[config.mk]
export PLATFORM = sky130hd
export DESIGN_NAME = mem_wb_stage_flat
export DESIGN_NICKNAME = d
export VERILOG_FILES = /design/src/rtl/pipeline_pkg.sv /design/src/rtl/mem_wb_stage_if.sv /design/src/rtl/load_extend.sv /design/src/rtl/mem_wb_stage.sv /design/src/flat_wrapper.sv
export SDC_FILE = /design/constraint.sdc
export NUM_CORES = 1
export LEC_CHECK = 0
export ABC_AREA = 1
export CORE_MARGIN = 2
export CORE_UTILIZATION = 50
export DETAILED_ROUTE_END_ITERATION = 12
export GPL_TIMING_DRIVEN = 0
export PLACE_DENSITY = 0.8
export SETUP_SLACK_MARGIN = 0.3
export SLEW_MARGIN = 20
export SYNTH_ARGS = -nofsm -noshare
export SYNTH_HDL_FRONTEND = slang
export SYNTH_SLANG_ARGS = --single-unit
[constraint.sdc]
create_clock -name i_clk -period 3.15 [get_ports i_clk]
set_input_delay 0.63 -clock i_clk [delete_from_list [all_inputs] [get_ports i_clk]]
set_output_delay 0.63 -clock i_clk [all_outputs]
set_load 0.005 [all_outputs]
[src/rtl/pipeline_pkg.sv]
// Shared pipeline encodings: write-back select codes, load size codes and
// the MEM/WB halt FSM states.
package pipeline_pkg;

  localparam logic [1:0] WB_ALU = 2'b00;
  localparam logic [1:0] WB_MEM = 2'b01;
  localparam logic [1:0] WB_PC4 = 2'b10;

  // bhw[1:0] size field; any code with bit 1 set is a full word
  localparam logic [1:0] SZ_BYTE = 2'b00;
  localparam logic [1:0] SZ_HALF = 2'b01;
  localparam logic [1:0] SZ_WORD = 2'b10;
  localparam int         BHW_UNSIGNED = 2;

  typedef enum logic {
    ST_RUN,
    ST_HALTED
  } halt_state_e;

endpackage

[src/rtl/mem_wb_stage_if.sv]
// MEM-to-WB bundle: MEM-side results and controls in, write-back port out.
interface mem_wb_stage_if #(
  parameter int INST_SZ = 32,
  parameter int REG_SZ  = 5
);
  logic               i_enable;
  logic               i_flush;
  logic [INST_SZ-1:0] i_alu_result_M;
  logic [INST_SZ-1:0] i_read_data_M;
  logic [INST_SZ-1:0] i_pc_plus4_M;
  logic [REG_SZ-1:0]  i_rd_M;
  logic               i_reg_write_M;
  logic [1:0]         i_mem_to_reg_M;
  logic [2:0]         i_bhw_M;
  logic               i_halt_M;
  logic [INST_SZ-1:0] o_write_data_W;
  logic [REG_SZ-1:0]  o_rd_W;
  logic               o_reg_write_W;
  logic               o_halt_W;

  modport master (
    output i_enable, i_flush, i_alu_result_M, i_read_data_M, i_pc_plus4_M,
           i_rd_M, i_reg_write_M, i_mem_to_reg_M, i_bhw_M, i_halt_M,
    input  o_write_data_W, o_rd_W, o_reg_write_W, o_halt_W
  );

  modport slave (
    input  i_enable, i_flush, i_alu_result_M, i_read_data_M, i_pc_plus4_M,
           i_rd_M, i_reg_write_M, i_mem_to_reg_M, i_bhw_M, i_halt_M,
    output o_write_data_W, o_rd_W, o_reg_write_W, o_halt_W
  );
endinterface

[src/rtl/load_extend.sv]
// Picks the byte/half/word lane out of a raw memory word and sign- or
// zero-extends it. Purely combinational so MEM forwarding can reuse it.
module load_extend
  import pipeline_pkg::*;
#(
  parameter int INST_SZ = 32
) (
  input  logic [INST_SZ-1:0] word_i,
  input  logic [1:0]         lane_i,
  input  logic [2:0]         bhw_i,
  output logic [INST_SZ-1:0] ext_o
);

  logic [7:0]  byte_sel;
  logic [15:0] half_sel;
  logic        is_signed;

  assign is_signed = ~bhw_i[BHW_UNSIGNED];

  always_comb begin
    byte_sel = word_i[7:0];
    case (lane_i)
      2'd0:    byte_sel = word_i[7:0];
      2'd1:    byte_sel = word_i[15:8];
      2'd2:    byte_sel = word_i[23:16];
      default: byte_sel = word_i[31:24];
    endcase
  end

  // half-word ignores lane bit 0: no misalignment trap in this pipeline
  assign half_sel = lane_i[1] ? word_i[31:16] : word_i[15:0];

  always_comb begin
    ext_o = word_i;
    if (bhw_i[1]) begin
      ext_o = word_i;
    end else if (bhw_i[1:0] == SZ_HALF) begin
      ext_o = {{(INST_SZ-16){half_sel[15] & is_signed}}, half_sel};
    end else begin
      ext_o = {{(INST_SZ-8){byte_sel[7] & is_signed}}, byte_sel};
    end
  end

endmodule

[src/rtl/mem_wb_stage.sv]
// MEM/WB pipeline register with load extraction, write-back select and a
// sticky halt tracker that freezes the stage once HALT retires.
module mem_wb_stage
  import pipeline_pkg::*;
#(
  parameter int INST_SZ = 32,
  parameter int REG_SZ  = 5
) (
  input  logic           i_clk,
  input  logic           i_reset,
  mem_wb_stage_if.slave  bus
);

  logic [INST_SZ-1:0] alu_result_q;
  logic [INST_SZ-1:0] read_data_q;
  logic [INST_SZ-1:0] pc_plus4_q;
  logic [REG_SZ-1:0]  rd_q;
  logic               reg_write_q;
  logic [1:0]         mem_to_reg_q;
  logic [2:0]         bhw_q;
  halt_state_e        state_q;
  logic [INST_SZ-1:0] load_data;
  logic [INST_SZ-1:0] write_data_d;

  always_ff @(posedge i_clk) begin
    if (!i_reset) begin
      alu_result_q <= '0;
      read_data_q  <= '0;
      pc_plus4_q   <= '0;
      rd_q         <= '0;
      reg_write_q  <= 1'b0;
      mem_to_reg_q <= WB_ALU;
      bhw_q        <= '0;
      state_q      <= ST_RUN;
    end else if (bus.i_enable && state_q == ST_RUN) begin
      if (bus.i_flush) begin
        alu_result_q <= '0;
        read_data_q  <= '0;
        pc_plus4_q   <= '0;
        rd_q         <= '0;
        reg_write_q  <= 1'b0;
        mem_to_reg_q <= WB_ALU;
        bhw_q        <= '0;
      end else begin
        alu_result_q <= bus.i_alu_result_M;
        read_data_q  <= bus.i_read_data_M;
        pc_plus4_q   <= bus.i_pc_plus4_M;
        rd_q         <= bus.i_rd_M;
        // the HALT instruction itself never writes the register file
        reg_write_q  <= bus.i_reg_write_M & ~bus.i_halt_M;
        mem_to_reg_q <= bus.i_mem_to_reg_M;
        bhw_q        <= bus.i_bhw_M;
        if (bus.i_halt_M) begin
          state_q <= ST_HALTED;
        end
      end
    end
  end

  load_extend #(.INST_SZ(INST_SZ)) u_load_extend (
    .word_i (read_data_q),
    .lane_i (alu_result_q[1:0]),
    .bhw_i  (bhw_q),
    .ext_o  (load_data)
  );

  always_comb begin
    write_data_d = alu_result_q;
    case (mem_to_reg_q)
      WB_MEM:  write_data_d = load_data;
      WB_PC4:  write_data_d = pc_plus4_q;
      default: write_data_d = alu_result_q;
    endcase
  end

  assign bus.o_write_data_W = write_data_d;
  assign bus.o_rd_W         = rd_q;
  assign bus.o_reg_write_W  = reg_write_q & (rd_q != '0) & (state_q == ST_RUN);
  assign bus.o_halt_W       = (state_q == ST_HALTED);

endmodule
[src/flat_wrapper.sv]
// flat-port wrapper written by rule: the top's interface ports become plain ports
module mem_wb_stage_flat import pipeline_pkg::*;
#(
  parameter int INST_SZ = 32,
  parameter int REG_SZ  = 5
)
  (i_clk, i_reset, bus_i_enable, bus_i_flush, bus_i_alu_result_M, bus_i_read_data_M, bus_i_pc_plus4_M, bus_i_rd_M, bus_i_reg_write_M, bus_i_mem_to_reg_M, bus_i_bhw_M, bus_i_halt_M, bus_o_write_data_W, bus_o_rd_W, bus_o_reg_write_W, bus_o_halt_W);
  mem_wb_stage_if #(.INST_SZ(INST_SZ), .REG_SZ(REG_SZ)) bus_i ();
  input  logic i_clk;
  input  logic i_reset;
  input wire logic [$bits(bus_i.i_enable)-1:0] bus_i_enable;
  input wire logic [$bits(bus_i.i_flush)-1:0] bus_i_flush;
  input wire logic [$bits(bus_i.i_alu_result_M)-1:0] bus_i_alu_result_M;
  input wire logic [$bits(bus_i.i_read_data_M)-1:0] bus_i_read_data_M;
  input wire logic [$bits(bus_i.i_pc_plus4_M)-1:0] bus_i_pc_plus4_M;
  input wire logic [$bits(bus_i.i_rd_M)-1:0] bus_i_rd_M;
  input wire logic [$bits(bus_i.i_reg_write_M)-1:0] bus_i_reg_write_M;
  input wire logic [$bits(bus_i.i_mem_to_reg_M)-1:0] bus_i_mem_to_reg_M;
  input wire logic [$bits(bus_i.i_bhw_M)-1:0] bus_i_bhw_M;
  input wire logic [$bits(bus_i.i_halt_M)-1:0] bus_i_halt_M;
  output wire logic [$bits(bus_i.o_write_data_W)-1:0] bus_o_write_data_W;
  output wire logic [$bits(bus_i.o_rd_W)-1:0] bus_o_rd_W;
  output wire logic [$bits(bus_i.o_reg_write_W)-1:0] bus_o_reg_write_W;
  output wire logic [$bits(bus_i.o_halt_W)-1:0] bus_o_halt_W;
  assign bus_i.i_enable = bus_i_enable;
  assign bus_i.i_flush = bus_i_flush;
  assign bus_i.i_alu_result_M = bus_i_alu_result_M;
  assign bus_i.i_read_data_M = bus_i_read_data_M;
  assign bus_i.i_pc_plus4_M = bus_i_pc_plus4_M;
  assign bus_i.i_rd_M = bus_i_rd_M;
  assign bus_i.i_reg_write_M = bus_i_reg_write_M;
  assign bus_i.i_mem_to_reg_M = bus_i_mem_to_reg_M;
  assign bus_i.i_bhw_M = bus_i_bhw_M;
  assign bus_i.i_halt_M = bus_i_halt_M;
  assign bus_o_write_data_W = bus_i.o_write_data_W;
  assign bus_o_rd_W = bus_i.o_rd_W;
  assign bus_o_reg_write_W = bus_i.o_reg_write_W;
  assign bus_o_halt_W = bus_i.o_halt_W;
  mem_wb_stage #(.INST_SZ(INST_SZ), .REG_SZ(REG_SZ)) u_core (.i_clk(i_clk), .i_reset(i_reset), .bus(bus_i));
endmodule
# Word-level counts from Yosys, hierarchy flattened
# Cells that the tools add are included.
dict set report word_totals {
  reg_bits 108
  inputBits 112
  word_cells 38
  out_inout_bits 39
}
dict set report op_classes {
  reduce_logical 4
  bitwise_logic 9
  muxes 12
  eq_ne 5
}
# cell count
set op_table {}
lappend op_table {{$mux W32} 5}
lappend op_table {{$pmux W32 S2} 1}
lappend op_table {{$pmux W8 S3} 1}
lappend op_table {{$mux W16} 1}
lappend op_table {{$eq A2 B1 Y1 const B} 3}
lappend op_table {{$and A1 B1 Y1} 5}
lappend op_table {{$mux W5} 1}
lappend op_table {{$reduce_bool A5 Y1} 1}
lappend op_table {{$eq A2 B2 Y1 const B} 2}
lappend op_table {{$not A1 Y1} 4}
lappend op_table {{$mux W3} 1}
lappend op_table {{$reduce_and A3 Y1} 1}
lappend op_table {{$logic_not A2 Y1} 1}
lappend op_table {{$mux W2} 1}
lappend op_table {{$logic_and A1 B1 Y1} 1}
lappend op_table {{$mux W1} 1}

# Depth between registers and ports, before layout
# Gate-level depths: netlist of the first run.
dict set report logic_depth {
  depth_word 6
  mapped_depth 11
  depth_no_buf 9
}

# By module
# From an unflattened synthesis of the first run, not the netlist that was laid out.
dict set report unflattened {
  cells_unflattened 993
  area_unflattened_um2 5781.8
}
# mod instances area_per_inst_um2 cells_per_inst
set by_module_without_submodules {}
lappend by_module_without_submodules {mem_wb_stage 1 5124.9 851}
lappend by_module_without_submodules {load_extend 1 656.9 142}

# Worst setup path after synthesis of the first run
# Ideal clock, no wire load.
dict set report synth_path {
  path_kind {reg2out}
  start {reg u_core.mem_to_reg_q[0]}
  end {out bus_o_write_data_W[0]}
  path_buffers 2
  path_stages_with_launch 8
  t_required_ns 2.520
  slack_ns 1.164
  arrival_ns 1.356
  path_cell_list {dfxtp_1 -> inv_1 -> ha_1 -> clkbuf_1 -> inv_1 -> clkbuf_1 -> nor2_1 -> a21oi_1}
}
dict set report synth_between {
  elab_chain_cells 2
  elab_cells_between_ends 3
  classes_between {eq/ne: 2; mux: 1}
}
# item line
set synth_rtl {}
lappend synth_rtl {{start, declared} mem_wb_stage.sv:19} ;# logic [1:0] mem_to_reg_q;
lappend synth_rtl {{start signal, assigned} mem_wb_stage.sv:51} ;# mem_to_reg_q <= bus.i_mem_to_reg_M;
lappend synth_rtl {{$eq A2 B2 Y1 or $eq A2 B1 Y1 (tied branches)} mem_wb_stage.sv:69} ;# case (mem_to_reg_q)
lappend synth_rtl {{$pmux W32 S2 (*)} mem_wb_stage.sv:69}
lappend synth_rtl {{end, declared} flat_wrapper.sv:21} ;# output wire logic [$bits(bus_i.o_write_data_W)-1:0] bus_o_write_data_W;
# Every way passes the cells marked *; elsewhere a longest branch is shown, timed or not.

# Final worst setup path of the first run
dict set report layout_path {
  start {reg u_core.alu_result_q[1]}
  end {out bus_o_write_data_W[5]}
}
dict set report layout_between {
  elab_chain_cells 5
  elab_cells_between_ends 8
  classes_between {eq/ne: 2; mux: 5; reduce/logical: 1}
}
# item line
set layout_rtl {}
lappend layout_rtl {{start, declared} mem_wb_stage.sv:14} ;# logic [INST_SZ-1:0] alu_result_q;
lappend layout_rtl {{start signal, assigned} mem_wb_stage.sv:45} ;# alu_result_q <= bus.i_alu_result_M;
lappend layout_rtl {{$eq A2 B2 Y1 (tied with other cells)} load_extend.sv:22} ;# case (lane_i)
lappend layout_rtl {{$pmux W8 S3} load_extend.sv:22}
lappend layout_rtl {{$mux W32 (*)} load_extend.sv:37} ;# end else if (bhw_i[1:0] == SZ_HALF) begin
lappend layout_rtl {{$mux W32 (*)} load_extend.sv:35} ;# if (bhw_i[1]) begin
lappend layout_rtl {{$pmux W32 S2 (*)} mem_wb_stage.sv:69}
# Marked as above.

==> results of run 1 <==
layer usage:
layer | GRT usage | up-vias
li1 | - | 2916
met1 | 0.439 | 2762
met2 | 0.556 | 279
met3 | 0.0505 | 34
met4 | 0.123 | 0
met5 | 0 | -
final timing paths:
path	from	end	slack, ps	cells after the start
worst min-delay path	u_core.alu_result_q[2]	u_core.alu_result_q[2]	470	2
worst max register to register	u_core.bus.o_halt_W	u_core.alu_result_q[26]	1240	6
worst min register to register	u_core.alu_result_q[2]	u_core.alu_result_q[2]	470	2
worst max-delay path	u_core.alu_result_q[1]	bus_o_write_data_W[5]	190	8
tightest hold or removal path, delay by kind of cell, from the launching register on:
kind,cells,cell delay (ps)
flip-flops,1,320
AO/OA/AOI/OAI,1,50
AND/OR/NAND/NOR,1,60
area by class of cell:
| cell class | count | area (um^2) | share of cell area |
|---|---|---|---|
| multi-input combinational | 569 | 2820 | 0.382 |
| sequential | 108 | 2160 | 0.293 |
| timing repair buffer | 157 | 1570 | 0.212 |
| buffer | 65 | 380 | 0.0516 |
| tap | 136 | 170 | 0.0231 |
| clock buffer | 10 | 138 | 0.0187 |
| inverter | 24 | 92.6 | 0.0125 |
| clock inverter | 6 | 46.3 | 0.00627 |
per-stage QoR:
stage	instance area, um^2	hold WS (ps)
after CTS	7340	472
after global routing	7380	497
after floorplan	5300	445
after detailed placement	6970	457
final	7380	474
after global placement	6970	453
sequential cells by signal (all words and copies together), names as in the netlist:
| register | flops |
|---|---|
| u_core.mem_to_reg_q | 2 |
| u_core.pc_plus4_q | 32 |
| u_core.bhw_q | 3 |
| u_core.bus.o_rd_W | 5 |
| u_core.read_data_q | 32 |
| u_core.bus.o_halt_W | 1 |
| u_core.alu_result_q | 32 |
| u_core.reg_write_q | 1 |
cells by family (layout without fill, tap and decap cells):
kind of cell,count (synthesis),count (layout),synth area share
and+or+nand+nor,347,347,0.287
AOI/OAI and AO/OA,220,220,0.225
DFF,108,108,0.408
buffers and inverters,89,262,0.0742
adders and majority gates,2,2,0.00473
report_power, final:
group / internal [mW] / switching, mW
sequential: 1.43 / 0.0417
combinational: 0.446 / 0.501
clock: 0.315 / 0.512
total: 2.19 / 1.05
placed cells by master (no fill, tap or decap), drive strengths merged:
master	count
or2	2
dlymetal6s2s	5
bufbuf	1
clkdlybuf4s50	125
a211oi	16
clkbuf	51
nor2	71
dlygate4sd2	20
inv	26
clkinvlp	2
nand3	105
o21ai	16
ha	2
a21oi	182
nor3	2
buf	30
o21a	6
dfxtp	108
clkinv	2
nand2	167
repair_timing:
action / 4_1_cts / 5_1_grt
setup buffers: 6 / 0
gates cloned: 1 / 0
hold buffers: 0 / 0
pin swaps: 1 / 0
resized for setup: 70 / 13
setup endpoints to repair: 32 / 13
==> qor_table.md, run 1 <==
| Metric | Value |
|:---|:---|
| M1 WL | 7.99 mm |
| DRC violations left | 0 |
| Number of H-tree levels | 3 |
| Total length of routed wires | 18.9 mm |
| Required time worst endpoint | 2520 ps |
| Pins over their slew limit | 0 |
| Worst-path cell chain | buf_6, buf_4, o21ai_0, o21ai_1, nand2_1, nand2_1, a21oi_2, clkdlybuf4s50_1 |
| Max incr delay on CP | 520 ps |
| Shortest clock period the worst path allows after layout | 2960 ps |
| Dominant cells by area after synthesis | sky130_fd_sc_hd__dfxtp_1, sky130_fd_sc_hd__a21oi_1, sky130_fd_sc_hd__nand2_1, sky130_fd_sc_hd__nand3_1, sky130_fd_sc_hd__nor2_1 |
| RSZ-0062 raised after global routing | yes |
| Class of the worst hold path | flop to flop |
| Maximum clock rate | 338 MHz |
| Startpoint-to-endpoint class of the critical path | flop to output port |
| Setup WS post-layout | 193 ps |
| Highest signal layer in the routed design | met4 |
| Register bit count reported by yosys | 108 |
| Area fraction of the dominant cell type after synthesis | 0.408 |
| Sort of element at the end of the critical path | output port |
| Gate count of the mapped netlist | 766 |
| Most frequent cell after synthesis | sky130_fd_sc_hd__a21oi_1 |
| Largest net degree at the start of global routing | 19 |
| Share of cells above drive strength 1 | 0.121 |
| Arrival time at the worst endpoint | 2330 ps |
| Number of design-rule violations left by the first detailed-router iteration | 491 |
| Final cell count without fillers | 1,075 |
| Die Area | 11,400 um^2 |
| Y dimension of the die | 107 um |
| Crit path max fanout | 6 |
| Distinct cells, synth | 29 |
| Leakage power | 2.85 nW |
| Number of antenna violations at the first check in global routing | 0 |
| Number of buffers between clock root and the deepest sink | 2 |
| Predominant post-synthesis flop cell | sky130_fd_sc_hd__dfxtp_1 |
| Total of warnings raised by yosys | 0 |
| CP most frequent cell | sky130_fd_sc_hd__nand2_1 |
| Master of the slowest instance on the critical path | sky130_fd_sc_hd__clkdlybuf4s50_1 |
| Number of global-route vias before repair | 5,832 |
| Actual transition at the worst max-transition pin | 572 ps |
| Commonest cells in the synthesized netlist | sky130_fd_sc_hd__a21oi_1, sky130_fd_sc_hd__nand2_1, sky130_fd_sc_hd__dfxtp_1 |
| Count of flip-flops with a built-in enable after synthesis | 0 |
| Final number of setup-violating endpoints | 0 |
| Post-layout power | 3.24 mW |
| Number of vias in the routed layout | 5,991 |
| Buffer type at the clock tree root | sky130_fd_sc_hd__clkbuf_8 |
| Fraction of synthesis flops using an asynchronous set or reset pin | 0 |
| Number of filler cells placed in the layout | 873 |
| Placed cell count | 1,052 |
| Fin. Hold Viols | 0 |
| Total GRT Usage | 0.334 |
| Part of the cycle the worst path needs | 0.939 |
| Syn-to-layout area delta | 39.3% |
| Layout net count | 1,048 |
| Pre-Repair DR Iteration Count | 6 |
| Clock tree from TritonCTS | yes |
| Worst Path Buf+Inv | 3 |
| Total negative slack | 0 ps |
| Status | finished, final reports clean |
| Reg clk slew, reported paths | 100 ps |
| Wire length on met3 | 1.58 mm |
| Power density over the cells | 440 nW/um^2 |
| Mapped Nets | 880 |
| Post-placement worst setup slack | 311 ps |
| Standard cell core area | 10,300 um^2 |
| Site Rows | 37 |
| Amount of wire on met2 after detailed routing | 8.81 mm |
| Starting density of the core | 0.513 |
| Latest clock arrival within the worst-skew pair | 390 ps |
| Clock Sink Count | 108 |
| Ant. Diodes | 0 |
| Peak VDD IR | 0.261 mV |
| IO Port Bufs | 150 |
| Via density per instance | 5.57 |
| Horizontal die dimension | 107 um |
| Headroom to the max-slew limit | 0.618 |
| Cell area after synthesis | 5300 um^2 |
| Clock skew after layout | 11.8 ps |
| Dominant cell type by area after synthesis | sky130_fd_sc_hd__dfxtp_1 |
| Clock buffer count from CTS | 9 |
| First-pass GRT wire length | 29.3 mm |
| Detailed Place HPWL | 14.2 mm |
| Placer's final routability congestion estimate | 0.921 |
| Portion of the post-synthesis area used by sequential elements | 0.408 |
| Per-instance average area after synthesis | 6.91 um^2 |
| Post-DR wirelength/cell | 17.6 um |
| Top-level I/O count | 151 |
| Startpoint type of the worst setup path | flop |
| Largest delay contributor family on the critical path | buffers and inverters |
| Post-DRT Antenna Nets | 0 |
| Core utilization of the finished layout | 0.715 |
| MaxCap Viol Count | 0 |
| Final global-route overflow total | 0 |
No activity file was read; power rests on OpenSTA's default activity.
==> run 2, diff against run 1 <==
--- a/config.mk
+++ b/config.mk
@@ -7,11 +7,12 @@
 export LEC_CHECK = 0
 export ABC_AREA = 1
 export CORE_MARGIN = 2
-export CORE_UTILIZATION = 50
+export CORE_UTILIZATION = 48
 export DETAILED_ROUTE_END_ITERATION = 12
 export GPL_TIMING_DRIVEN = 0
-export PLACE_DENSITY = 0.8
+export PLACE_DENSITY = 0.77
 export SETUP_SLACK_MARGIN = 0.3
+export SKIP_LAST_GASP = 1
 export SLEW_MARGIN = 20
 export SYNTH_ARGS = -nofsm -noshare
 export SYNTH_HDL_FRONTEND = slang
==> constraint.sdc (replaced) <==
create_clock -name i_clk -period 3.39 [get_ports i_clk]
set_input_delay 0.678 -clock i_clk [delete_from_list [all_inputs] [get_ports i_clk]]
set_output_delay 0.678 -clock i_clk [all_outputs]
set_load 0.005 [all_outputs]
==> qor_table.md, run 2 (synthesized netlist as in run 1, its figures left out) <==
| Metric | Value |
|:---|:---|
| Status | finished, final reports clean |
| Switching portion of total power | 0.315 |
| Headroom to the max-slew limit | 0.603 |
| Number of antenna violations at the first check in global routing | 1 |
| Placer's final routability congestion estimate | 0.950 |
| Fin. Hold Viols | 0 |
| Actual transition at the worst max-transition pin | 596 ps |
| Detailed Place HPWL | 14.7 mm |
| Total negative slack | 0 ps |
| Reg clk slew, reported paths | 110 ps |
| Maximum clock rate | 328 MHz |
| Clock Sink Count | 108 |
| Pins over their slew limit | 0 |
| Cell Int Power | 2.18 mW |
| Clock buffer count from CTS | 9 |
| Pre-Repair DR Iteration Count | 5 |
| Number of filler cells placed in the layout | 923 |
| DRC violations left | 0 |
| First-pass GRT wire length | 29.2 mm |
| Startpoint-to-endpoint class of the critical path | flop to output port |
| Die Area | 11,900 um^2 |
| Number of H-tree levels | 3 |
| IO Port Bufs | 150 |
| Standard cell core area | 10,800 um^2 |
| Share of cells above drive strength 1 | 0.111 |
| Total length of routed wires | 19.5 mm |
| Sequential group share of total power | 0.431 |
| Top Usage Layer GRT | met2 |
| Site Rows | 38 |
| Power density over the cells | 430 nW/um^2 |
| Class of the worst hold path | flop to flop |
| Largest registers | u_core.alu_result_q x32, u_core.pc_plus4_q x32, u_core.read_data_q x32 |
| Post-layout power | 3.18 mW |
| Placement Cell Area | 6970 um^2 |
| RSZ-0062 raised after global routing | yes |
| Peak VDD IR | 0.412 mV |
| Part of the cycle the worst path needs | 0.898 |
| Latest clock arrival within the worst-skew pair | 400 ps |
| Number of buffers between clock root and the deepest sink | 2 |
| Post-cts hold buffer count | 0 |
| Total GRT Usage | 0.327 |
| Arrival time at the worst endpoint | 2370 ps |
| Final number of setup-violating endpoints | 0 |
| Number of vias in the routed layout | 6,067 |
| Shortest clock period the worst path allows after layout | 3050 ps |
| Number of design-rule violations left by the first detailed-router iteration | 504 |
| Largest net degree at the start of global routing | 20 |
| Final global-route overflow total | 0 |
| Starting density of the core | 0.491 |
| Part of the total power dissipated in the clock network | 0.290 |
| Combinational cell fraction of total power | 0.279 |
| Layout net count | 1,051 |
| Layout Cell Area excl Fill | 7390 um^2 |
| Commonest cells after routing, fill and taps aside | sky130_fd_sc_hd__a21oi_1, sky130_fd_sc_hd__nand2_1, sky130_fd_sc_hd__clkdlybuf4s50_1 |
| Y dimension of the die | 109 um |
| Post-DRT Antenna Nets | 0 |
| Crit path max fanout | 6 |
| Met3 layer usage reported by global route | 0.0663 |
| Via density per instance | 5.60 |
| Syn-to-layout area delta | 39.7% |
| Post-DR wirelength/cell | 18.0 um |
| Most frequent standard cell in the layout excluding fill and tap cells | sky130_fd_sc_hd__a21oi_1 |
| MaxCap Viol Count | 0 |
| Clock skew after layout | 6.86 ps |
| Startpoint type of the worst setup path | flop |
| Leakage power | 2.89 nW |
| Sort of element at the end of the critical path | output port |
| Clock tree from TritonCTS | yes |
| Number of global-route vias before repair | 5,814 |
| Met1 demand-to-capacity share in global routing | 0.422 |
| Met2 layer usage reported by global route | 0.530 |
| Required time worst endpoint | 2710 ps |
| Net load switching power | 1.00 mW |
| Buffer type at the clock tree root | sky130_fd_sc_hd__clkbuf_8 |
| Top-level I/O count | 151 |
| Horizontal die dimension | 109 um |
## run 2: repair_timing
| item | CTS | global route |
|---|---|---|
| resized for setup | 18 | 37 |
| pin swaps | 0 | 3 |
| setup endpoints to repair | 32 | 31 |
| buffers inserted | 0 | 10 |
## run 2: final cells by class
type | count | area, um^2 | share of cell area
diodes | 1 | 2.50 | 0.000338
plain buffers | 65 | 355 | 0.0481
clock buffers | 9 | 124 | 0.0168
clock inverters | 7 | 104 | 0.0140
inverters | 24 | 92.6 | 0.0125
multi-input cells | 569 | 2780 | 0.375
flip-flops and latches | 108 | 2160 | 0.292
well taps | 140 | 175 | 0.0237
repair buffers | 160 | 1600 | 0.217
## run 2: metrics by stage
step | util | worst slack, ps | std cells | hold slack [ps]
finish | 0.685 | 344 | 1083 | 474
global route | 0.685 | 260 | 1082 | 489
CTS | 0.671 | 297 | 1072 | 472
detailed placement | 0.646 | 475 | 1056 | 457
global placement | 0.646 | 432 | 1056 | 454
floorplan | - | 1360 | 766 | 445
## run 2: power by group through the flow
| stage | clock (mW) | combinational [mW] | sequential, mW |
|---|---|---|---|
| after global placement | 0 | 0.819 | 1.39 |
| after global routing | 0.973 | 0.954 | 1.37 |
| final | 0.922 | 0.887 | 1.37 |
| after CTS | 0.924 | 0.848 | 1.37 |
| after floorplan | 0 | 0.425 | 1.38 |
| after detailed placement | 0 | 0.832 | 1.39 |
## run 2: critical path: stages (launching register included)
cell,delay [ps]
sky130_fd_sc_hd__dfxtp_1,330
sky130_fd_sc_hd__buf_6,140
sky130_fd_sc_hd__nor2_2,250
sky130_fd_sc_hd__nand2_2,160
sky130_fd_sc_hd__nand3_1,110
sky130_fd_sc_hd__o21ai_1,70
sky130_fd_sc_hd__nand2_1,70
sky130_fd_sc_hd__nand2_1,90
sky130_fd_sc_hd__a21oi_1,200
sky130_fd_sc_hd__clkdlybuf4s50_1,530
## run 2: path summary, 6_finish.rpt
path,from,end,slack [ps],cells after the start
worst min register to register,u_core.pc_plus4_q[28],u_core.pc_plus4_q[28],470,2
worst max-delay path,u_core.bhw_q[1],bus_o_write_data_W[5],340,9
worst min-delay path,u_core.pc_plus4_q[28],u_core.pc_plus4_q[28],470,2
worst max register to register,u_core.bus.o_halt_W,u_core.read_data_q[27],1480,6
## run 2: routing by layer
| layer | up-vias | routed length [um] |
|---|---|---|
| li1 | 2924 | - |
| met1 | 2831 | 8350 |
| met2 | 268 | 9010 |
| met3 | 44 | 1470 |
| met4 | 0 | 642 |
| met5 | - | 0 |
